`config.mk`:
```
export PLATFORM = sky130hd
export DESIGN_NAME = watch_adjust_ctrl
export DESIGN_NICKNAME = d
export VERILOG_FILES = /design/src/rtl/watch_pkg.sv /design/src/rtl/watch_time_parser.sv /design/src/rtl/watch_adjust_ctrl.sv
export SDC_FILE = /design/constraint.sdc
export NUM_CORES = 1
export LEC_CHECK = 0
export CAP_MARGIN = 0
export CORE_MARGIN = 1.5
export CORE_UTILIZATION = 60
export CTS_BUF_LIST = sky130_fd_sc_hd__clkbuf_8
export DETAILED_ROUTE_END_ITERATION = 10
export GPL_TIMING_DRIVEN = 1
export PLACE_DENSITY_LB_ADDON = 0.3
export SETUP_SLACK_MARGIN = 0.1
export SKIP_CTS_REPAIR_TIMING = 1
export SYNTH_ARGS = -nofsm -noshare
export SYNTH_HDL_FRONTEND = slang
export SYNTH_SLANG_ARGS = --single-unit
export TNS_END_PERCENT = 100
```
`constraint.sdc`:
```
create_clock -name clk -period 4.56 [get_ports clk]
set_clock_uncertainty 0.05 [all_clocks]
set_input_delay 0.912 -clock clk [delete_from_list [all_inputs] [get_ports clk]]
set_output_delay 0.912 -clock clk [all_outputs]
set_load 0.05 [all_outputs]
```
`src/rtl/watch_pkg.sv`:
```
// Shared encodings for the watch edit/adjust controller: field codes, ASCII
// command bytes, parser states and the single-byte edit operations.
package watch_pkg;

   localparam logic [1:0] FIELD_SEC  = 2'd0;
   localparam logic [1:0] FIELD_MIN  = 2'd1;
   localparam logic [1:0] FIELD_HOUR = 2'd2;

   localparam logic [7:0] ASC_U_UP = 8'h55;
   localparam logic [7:0] ASC_U_LO = 8'h75;
   localparam logic [7:0] ASC_D_UP = 8'h44;
   localparam logic [7:0] ASC_D_LO = 8'h64;
   localparam logic [7:0] ASC_L_UP = 8'h4C;
   localparam logic [7:0] ASC_L_LO = 8'h6C;
   localparam logic [7:0] ASC_R_UP = 8'h52;
   localparam logic [7:0] ASC_R_LO = 8'h72;
   localparam logic [7:0] ASC_T    = 8'h54;
   localparam logic [7:0] ASC_0    = 8'h30;
   localparam logic [7:0] ASC_9    = 8'h39;

   typedef enum logic [2:0] {
      PS_IDLE = 3'd0,
      PS_H10  = 3'd1,
      PS_H1   = 3'd2,
      PS_M10  = 3'd3,
      PS_M1   = 3'd4,
      PS_S10  = 3'd5,
      PS_S1   = 3'd6
   } parse_state_t;

   typedef enum logic [2:0] {
      OP_NONE  = 3'd0,
      OP_UP    = 3'd1,
      OP_DOWN  = 3'd2,
      OP_LEFT  = 3'd3,
      OP_RIGHT = 3'd4
   } edit_op_t;

   function automatic logic is_digit(input logic [7:0] b);
      return (b >= ASC_0) && (b <= ASC_9);
   endfunction

   function automatic edit_op_t decode_uart_op(input logic [7:0] b);
      edit_op_t op;
      case (b)
         ASC_U_UP, ASC_U_LO: op = OP_UP;
         ASC_D_UP, ASC_D_LO: op = OP_DOWN;
         ASC_L_UP, ASC_L_LO: op = OP_LEFT;
         ASC_R_UP, ASC_R_LO: op = OP_RIGHT;
         default:            op = OP_NONE;
      endcase
      return op;
   endfunction

   // Field codes above HOUR are never produced; treat them as HOUR when wrapping.
   function automatic logic [1:0] field_higher(input logic [1:0] f);
      return (f >= FIELD_HOUR) ? FIELD_SEC : f + 2'd1;
   endfunction

   function automatic logic [1:0] field_lower(input logic [1:0] f);
      return (f == FIELD_SEC) ? FIELD_HOUR :
             (f > FIELD_HOUR) ? FIELD_MIN  : f - 2'd1;
   endfunction

   function automatic parse_state_t parse_advance(input parse_state_t s);
      parse_state_t n;
      case (s)
         PS_H10:  n = PS_H1;
         PS_H1:   n = PS_M10;
         PS_M10:  n = PS_M1;
         PS_M1:   n = PS_S10;
         PS_S10:  n = PS_S1;
         default: n = PS_IDLE;
      endcase
      return n;
   endfunction

endpackage

```
`src/rtl/watch_time_parser.sv`:
```
// "T"+HHMMSS command parser: collects six ASCII digits, range-checks the
// result and emits either a one-cycle load strobe or a one-cycle error strobe.
module watch_time_parser
   import watch_pkg::*;
#(
   parameter int unsigned TIMEOUT_CYC = 100_000_000
) (
   input  logic       clk,
   input  logic       rst,
   input  logic [7:0] rx_data,
   input  logic       rx_done,
   output logic       parser_idle,
   output logic       load_en,
   output logic [4:0] load_hour,
   output logic [5:0] load_min,
   output logic [5:0] load_sec,
   output logic       cmd_err
);

   localparam int unsigned CNT_W = (TIMEOUT_CYC > 2) ? $clog2(TIMEOUT_CYC) : 1;
   localparam logic [CNT_W-1:0] CNT_MAX = CNT_W'(TIMEOUT_CYC - 1);

   parse_state_t     state_r, state_nxt_s;
   logic [3:0]       h10_r, h1_r, m10_r, m1_r, s10_r;
   logic [CNT_W-1:0] cnt_r;
   logic             load_en_r, cmd_err_r;
   logic [4:0]       load_hour_r;
   logic [5:0]       load_min_r, load_sec_r;

   logic             digit_ok_s, load_now_s, err_now_s, range_ok_s;
   logic [3:0]       digit_s;
   logic [6:0]       hour_s, min_s, sec_s;

   assign digit_ok_s = is_digit(rx_data);
   assign digit_s    = rx_data[3:0];
   assign hour_s     = ({3'd0, h10_r} * 7'd10) + {3'd0, h1_r};
   assign min_s      = ({3'd0, m10_r} * 7'd10) + {3'd0, m1_r};
   assign sec_s      = ({3'd0, s10_r} * 7'd10) + {3'd0, digit_s};
   assign range_ok_s = (hour_s <= 7'd23) && (min_s <= 7'd59) && (sec_s <= 7'd59);

   // Next-state and strobe decision for the T-sequence.
   always_comb begin
      state_nxt_s = state_r;
      load_now_s  = 1'b0;
      err_now_s   = 1'b0;
      if (state_r == PS_IDLE) begin
         if (rx_done && (rx_data == ASC_T)) begin
            state_nxt_s = PS_H10;
         end else begin
            state_nxt_s = PS_IDLE;
         end
      end else if (rx_done) begin
         if (!digit_ok_s) begin
            state_nxt_s = PS_IDLE;
            err_now_s   = 1'b1;
         end else if (state_r == PS_S1) begin
            state_nxt_s = PS_IDLE;
            load_now_s  = range_ok_s;
            err_now_s   = !range_ok_s;
         end else begin
            state_nxt_s = parse_advance(state_r);
         end
      end else if (cnt_r == CNT_MAX) begin
         state_nxt_s = PS_IDLE;
         err_now_s   = 1'b1;
      end else begin
         state_nxt_s = state_r;
      end
   end

   // State, idle counter and registered strobes.
   always_ff @(posedge clk) begin
      if (rst) begin
         state_r   <= PS_IDLE;
         cnt_r     <= '0;
         load_en_r <= 1'b0;
         cmd_err_r <= 1'b0;
      end else begin
         state_r   <= state_nxt_s;
         cnt_r     <= ((state_r == PS_IDLE) || rx_done) ? '0 : cnt_r + CNT_W'(1);
         load_en_r <= load_now_s;
         cmd_err_r <= err_now_s;
      end
   end

   // Partial digit capture; contents are don't-care outside a sequence.
   always_ff @(posedge clk) begin
      if (rst) begin
         h10_r <= 4'd0;
         h1_r  <= 4'd0;
         m10_r <= 4'd0;
         m1_r  <= 4'd0;
         s10_r <= 4'd0;
      end else if (rx_done && digit_ok_s) begin
         case (state_r)
            PS_H10:  h10_r <= digit_s;
            PS_H1:   h1_r  <= digit_s;
            PS_M10:  m10_r <= digit_s;
            PS_M1:   m1_r  <= digit_s;
            PS_S10:  s10_r <= digit_s;
            default: h10_r <= h10_r;
         endcase
      end
   end

   // Loaded time is held until the next successful sequence.
   always_ff @(posedge clk) begin
      if (rst) begin
         load_hour_r <= 5'd0;
         load_min_r  <= 6'd0;
         load_sec_r  <= 6'd0;
      end else if (load_now_s) begin
         load_hour_r <= hour_s[4:0];
         load_min_r  <= min_s[5:0];
         load_sec_r  <= sec_s[5:0];
      end
   end

   assign parser_idle = (state_r == PS_IDLE);
   assign load_en     = load_en_r;
   assign cmd_err     = cmd_err_r;
   assign load_hour   = load_hour_r;
   assign load_min    = load_min_r;
   assign load_sec    = load_sec_r;

endmodule

```
`src/rtl/watch_adjust_ctrl.sv`:
```
// Watch edit controller: merges buttons and UART single-byte ops into field
// select and inc/dec strobes, and hosts the T-sequence time parser.
module watch_adjust_ctrl
   import watch_pkg::*;
#(
   parameter int unsigned TIMEOUT_CYC = 100_000_000,
   parameter logic [1:0]  FIELD_RST   = 2'd0
) (
   input  logic       clk,
   input  logic       rst,
   input  logic       btn_up,
   input  logic       btn_down,
   input  logic       btn_left,
   input  logic       btn_right,
   input  logic       sw,
   input  logic [7:0] uart_rx,
   input  logic       uart_rx_done,
   output logic [1:0] field_sel,
   output logic       inc_pulse,
   output logic       dec_pulse,
   output logic       load_en,
   output logic [4:0] load_hour,
   output logic [5:0] load_min,
   output logic [5:0] load_sec,
   output logic       edit_active,
   output logic       cmd_err
);

   logic [1:0] field_r, field_nxt_s;
   logic       inc_r, dec_r, edit_r;
   edit_op_t   pend_r, pend_nxt_s, uart_op_s, issue_s;
   logic       parser_idle_s, btn_any_s;
   logic       do_up_s, do_down_s, do_left_s, do_right_s;

   watch_time_parser #(
      .TIMEOUT_CYC (TIMEOUT_CYC)
   ) u_parser (
      .clk         (clk),
      .rst         (rst),
      .rx_data     (uart_rx),
      .rx_done     (uart_rx_done),
      .parser_idle (parser_idle_s),
      .load_en     (load_en),
      .load_hour   (load_hour),
      .load_min    (load_min),
      .load_sec    (load_sec),
      .cmd_err     (cmd_err)
   );

   assign btn_any_s = btn_up | btn_down | btn_left | btn_right;
   assign uart_op_s = (uart_rx_done && parser_idle_s) ? decode_uart_op(uart_rx) : OP_NONE;

   // Arbitration: buttons win, a deferred UART op waits in the pending slot.
   always_comb begin
      pend_nxt_s = pend_r;
      issue_s    = OP_NONE;
      do_up_s    = 1'b0;
      do_down_s  = 1'b0;
      do_left_s  = 1'b0;
      do_right_s = 1'b0;
      if (!sw) begin
         pend_nxt_s = OP_NONE;
      end else if (btn_any_s) begin
         do_up_s    = btn_up;
         do_down_s  = btn_down;
         do_left_s  = btn_left;
         do_right_s = btn_right;
         pend_nxt_s = (uart_op_s != OP_NONE) ? uart_op_s : pend_r;
      end else begin
         // A fresh byte supersedes anything still pending.
         issue_s    = (uart_op_s != OP_NONE) ? uart_op_s : pend_r;
         pend_nxt_s = OP_NONE;
         do_up_s    = (issue_s == OP_UP);
         do_down_s  = (issue_s == OP_DOWN);
         do_left_s  = (issue_s == OP_LEFT);
         do_right_s = (issue_s == OP_RIGHT);
      end
   end

   // Field wrap; opposing directions cancel.
   always_comb begin
      field_nxt_s = field_r;
      if (do_left_s && !do_right_s) begin
         field_nxt_s = field_higher(field_r);
      end else if (do_right_s && !do_left_s) begin
         field_nxt_s = field_lower(field_r);
      end else begin
         field_nxt_s = field_r;
      end
   end

   // Registered field, strobes, pending slot and edit flag.
   always_ff @(posedge clk) begin
      if (rst) begin
         field_r <= FIELD_RST;
         inc_r   <= 1'b0;
         dec_r   <= 1'b0;
         edit_r  <= 1'b0;
         pend_r  <= OP_NONE;
      end else begin
         field_r <= field_nxt_s;
         inc_r   <= do_up_s & ~do_down_s;
         dec_r   <= do_down_s & ~do_up_s;
         edit_r  <= sw;
         pend_r  <= pend_nxt_s;
      end
   end

   assign field_sel   = field_r;
   assign inc_pulse   = inc_r;
   assign dec_pulse   = dec_r;
   assign edit_active = edit_r;

endmodule

```
# After elaboration in Yosys (flattened, before gate mapping)
# Cells that the tools add are included.
[op_classes]
addsub = 6
multipliers = 3
div_mod_pow = 0
n_lt_le_gt_ge = 7
n_eq_ne = 20
shift = 0
n_mux = 31
n_bitwise = 9
n_reduce_logical = 29
[ops]
columns = ["op", "count"]
rows = [
  ["8-bit by 7-bit == test with 1-bit output, second input constant", 9],
  ["27-bit by 1-bit adder with 27-bit output, second input constant", 1],
  ["27-bit == test, second input constant", 1],
  ["7-bit by 4-bit adder with 7-bit output", 3],
  ["3-bit 2-to-1 mux", 7],
  ["4-bit by 3-bit multiplier with 6-bit output, second input constant", 3],
  ["1-bit 2-to-1 mux", 17],
  ["3-bit one-hot mux with 5 select lines", 1],
  ["7-bit by 6-bit <= comparator with 1-bit output, second input constant", 2],
  ["3-bit by 2-bit == test with 1-bit output, second input constant", 4],
  ["3-bit == test, second input constant", 4],
  ["3-bit one-hot mux with 4 select lines", 1],
  ["2-bit OR reduction", 6],
  ["2-bit 2-to-1 mux", 5],
  ["2-bit AND reduction", 5],
  ["8-bit by 6-bit >= comparator with 1-bit output, second input constant", 1],
  ["8-bit by 6-bit <= comparator with 1-bit output, second input constant", 1],
  ["1-bit logical AND", 8],
  ["7-bit by 5-bit <= comparator with 1-bit output, second input constant", 1],
  ["3-bit by 1-bit == test with 1-bit output, second input constant", 2],
  ["3-bit nonzero test", 2],
  ["1-bit inverter", 4],
  ["1-bit logical NOT", 3],
  ["3-bit logical NOT", 1],
  ["10 further kinds", 13],
]
[word_totals]
register_bits = 77
latch_bits = 0
ramBits = 0
rom_bits = 0
in_bits = 16
wordCells = 122
n_memories = 0

# Depth between registers and ports, before layout
[logic_depth]
word_depth = 13
mapped_depth = 14
mapped_depth_nobuf = 13

# By module
# A second synthesis with hierarchy kept.
[hier_totals]
hier_cells = 473
hier_area_um2 = 4216.5
[modules_own_cells]
columns = ["module", "n_inst", "cells_per_inst", "area_per_inst_um2", "seq_area_each_um2"]
rows = [
  ["watch_time_parser", 1, 419, 3702.3, 1381.3],
  ["watch_adjust_ctrl", 1, 54, 514.2, 160.2],
]

# Least setup slack after synthesis
# Ideal clock, no wire load.
[synth_path]
path_type = "in2reg"
from = "in uart_rx[1]"
to = "reg field_r[0], in the netlist field_sel[0]"
setup_ns = 0.065
t_arrival_ns = 2.909
required_ns = 4.445
slack_ns = 1.536
path_stages = 13
n_path_buf = 0
path_cell_list = "nand2b_1 nor4b_1 o2bb2ai_1 a221oi_1 nand2_1 o21ai_0 ha_1 inv_1 nor3_1 a21oi_1 nor2_1 a21oi_1 nor2_1"
[synth_between]
elab_chain_len = 12
elab_cells_between_ends = 28
cone_classes = "eq/ne: 10; mux: 8; reduce/logical: 10"
[synth_lines]
columns = ["item", "line_no", "text"]
rows = [
  ["start: declaration", "watch_adjust_ctrl.sv:16", "input logic [7:0] uart_rx,"],
  ["8-bit by 7-bit == test with 1-bit output", "watch_pkg.sv:45", "case (b)"],
  ["2-bit OR reduction", "watch_pkg.sv:45", ""],
  ["3-bit one-hot mux with 4 select lines *", "watch_pkg.sv:45", ""],
  ["3-bit 2-to-1 mux *", "watch_adjust_ctrl.sv:51", "assign uart_op_s = (uart_rx_done && parser_idle_s) ? decode_uart_op(uart_rx) : OP_NONE;"],
  ["3-bit nonzero test", "watch_adjust_ctrl.sv:71", "issue_s = (uart_op_s != OP_NONE) ? uart_op_s : pend_r;"],
  ["3-bit 2-to-1 mux *", "watch_adjust_ctrl.sv:71", ""],
  ["3-bit == test or 3-bit by 2-bit == test with 1-bit output (tied branches)", "watch_adjust_ctrl.sv:76, watch_adjust_ctrl.sv:75", ""],
  ["1-bit 2-to-1 mux", "watch_adjust_ctrl.sv:63", "end else if (btn_any_s) begin"],
  ["1-bit 2-to-1 mux", "watch_adjust_ctrl.sv:61", "if (!sw) begin"],
  ["1-bit logical NOT, on equally long branches", "watch_adjust_ctrl.sv:83, watch_adjust_ctrl.sv:85", ""],
  ["1-bit logical AND, on equally long branches", "watch_adjust_ctrl.sv:83, watch_adjust_ctrl.sv:85", ""],
  ["2-bit 2-to-1 mux or 2-bit nonzero test (tied branches)", "-", ""],
  ["end signal: assignment", "watch_adjust_ctrl.sv:101", "field_r <= field_nxt_s;"],
  ["end: declaration", "watch_adjust_ctrl.sv:29", "logic [1:0] field_r, field_nxt_s;"],
]
# Mark *: on every way between the ends. The rest lies on a longest branch, timed or not.
# A chain may end at the register's enable or synchronous reset.

# Final worst setup path
# Same ends and word-level chain as after synthesis.

==> flow_summary.ini <==
[run_status]
status = completed

[layout]
area_delta_synth_final_pct = 15.43
final_net_count = 539
stdcell_count = 577
layout-drive-gt1-share = 0.04000
nFillCells = 485
diodes = 0

[worst_setup_path]
crit_fanout = 9
crit_family = simple AND/OR/NAND/NOR gates
crit_arrival_ps = 3860
crit_type = in -> reg
critical_path_buf_inv_count = 2
startpoint_type = input pin
cpMaxStageDelayCell = clkdlybuf4s50_1
crit_path_end_kind = flip-flop
path_cells = clkdlybuf4s50_1 > nand2b_1 > nor4b_1 > o2bb2ai_1 > a221oi_1 > nand2_1 > o21ai_0 > ha_1 > inv_1 > a21oi_1 > nor2_1 > a21oi_1 > nor2_1
critPathMaxStageDelay_ps = 590
crit_required_ps = 4720

[global_route]
grt_pass1_vias = 3096
grt_pass1_wl_um = 13970
grtUsageTotal = 0.2403
antenna_found_initial = 0
gr-total-overflow = 0
grt_max_degree = 47

[logic_synthesis]
syn_inst = 462
synth_nets = 504
synthFlopType = dfxtp_1
syn_avg_cell_area_um2 = 8.669
synth-seq-cells = 77
yosysWarnings = 0
ys_async_sr_fraction = 0
ys_seq_area_frac = 0.3849
syn_area_mm2 = 0.004005
synth_edf_count = 0
synth.distinct_cells = 53

[power_and_ir_drop]
ir_drop_mv = 0.2534
powerDensity_mw_per_mm2 = 265.4
p_leak_uw = 0.001722
power_uw = 1227

[sta]
tightest_slew_ps = 878.0
finalCriticalPeriod_ps = 3695
tns_ps = 0
setup_viol = 0
setup_ws_ps = 865.1
hold_viol_final = 0
slew_headroom = 0.4147
finalCritPeriodShare = 0.8103
fmax_mhz = 270.6
grt_setup_unrepaired = false
slew_viol_final = 0

[drt]
drtPass1Iterations = 5
drc = 0
drt_wl_total_um = 8338
drtIter0Drc = 173
avgRoutedWirePerCell_um = 14.45
vias = 3373
antenna_left = 0
via_per_inst = 5.846

[clock_network]
clockRootBuffer = clkbuf_8
cts.clk_slew.worst_paths_ps = 70
cts_htree_levels = 3
cts_buffers = 9
cts_sinks = 77
insertion_delay_ps = 340
cts_tree = done
clockBufferDepth = 2

[placement]
dp_slack_ps = 594.1
port_buffers = 39
place_congestion = 0.8199
hpwl_um = 6026
placedCellCount = 563

[floorplan]
io_pins = 40
rows = 29
core_mm2 = 0.006386
die_x_um = 84.70
fp.dieArea_mm2 = 0.007174
start_util = 0.6272
die_height_um = 84.70

[run]
maxCapViolations = 0

[min_path]
hp-class = reg -> reg
-- metrics by stage --
stage                     hold WS, ps    util  cell area, um2
final                           423.3  0.7239            4623
after global placement          404.0  0.6957            4443
after global routing            442.1  0.7239            4623
after floorplan                 391.6       -            4005
after detailed placement        415.5  0.6957            4443
after CTS                       424.4  0.7239            4623
-- synth_stat cells (9+ instances only) --
library cell  instances  area share
a21oi_1              33       0.041
xnor2_1              16       0.035
nor3_1                9       0.011
nor2_1               72       0.067
o21ai_0              23       0.029
mux2i_1              16       0.040
xor2_1               22       0.048
nand3_1              14       0.017
nand2_1              17       0.016
ha_1                 20       0.062
inv_1                22       0.021
nand4_1              20       0.031
dfxtp_1              77        0.38
clkbuf_1             13       0.012
-- per-layer routing --
layer | part of all wire | global-route usage | vias to the layer above
li1 | - | - | 1701
met1 | 0.45 | 0.3108 | 1553
met2 | 0.48 | 0.3932 | 107
met3 | 0.060 | 0.06096 | 12
met4 | 0.012 | 0.08065 | 0
met5 | 0 | 0 | -
-- worst min-delay path, delay by kind of cell, from the launching register on --
| kind | cells | cell delay (ps) |
|---|---|---|
| compound gates | 2 | 120 |
| flops | 1 | 310 |
-- state kept, by name, indices dropped and copies added, names as in the netlist --
register            flops
u_parser.load_hour      5
field_sel               2
u_parser.h10_r          4
u_parser.m10_r          4
u_parser.m1_r           4
dec_pulse               1
u_parser.cmd_err        1
edit_active             1
inc_pulse               1
u_parser.h1_r           4
u_parser.load_min       6
u_parser.load_sec       6
pend_r                  3
u_parser.s10_r          4
u_parser.load_en        1
u_parser.cnt_r         27
u_parser.state_r        3
-- report_power, final --
| group | internal, uW | leakage (uW) | switching, uW |
|---|---|---|---|
| logic | 26.8 | 0.00100 | 39.3 |
| registers | 675 | 0.000621 | 2.31 |
| clock network | 257 | 0.000101 | 227 |
-- cell families after synthesis --
kind of cell,after synthesis,share of synthesized area
AND/OR/NAND/NOR,180,0.2349
AO/OA/AOI/OAI,84,0.1243
XOR/XNOR,38,0.08310
multiplexers,16,0.03999
adder cells (fa/ha/maj),26,0.09247
buffers and inverters,41,0.04030
flip-flops,77,0.3849
-- placed cells by master, fill, tap and decap left out, types with 10 or more instances in the layout --
cell type,instances
mux2i_1,16
nand2_1,17
clkbuf_8,10
inv_1,24
xnor2_1,16
nand4_1,20
a21oi_1,33
o21ai_0,23
xor2_1,22
nor2_1,72
ha_1,20
clkdlybuf4s50_1,39
dfxtp_1,77
nand3_1,14
-- path summary, 6_finish.rpt --
check	startpoint	end	slack, ps	depth (start not counted)
hold reg to reg	u_parser.load_min[2]	u_parser.load_min[2]	420	2
hold / removal	u_parser.load_min[2]	u_parser.load_min[2]	420	2
setup reg to reg	u_parser.h10_r[1]	u_parser.cmd_err	1160	10
setup / recovery	uart_rx[1]	field_sel[0]	870	13
-- final cells by class --
class | count | area [um2] | area share
Clock buffer | 10 | 137.6 | 0.02977
Sequential cell | 77 | 1541 | 0.3334
Inverter | 22 | 82.58 | 0.01786
Tap cell | 77 | 96.34 | 0.02084
Clock inverter | 4 | 42.54 | 0.009202
Multi-Input combinational cell | 344 | 2302 | 0.4980
Timing Repair Buffer | 43 | 420.4 | 0.09093
No activity file was read; power rests on OpenSTA's default activity.
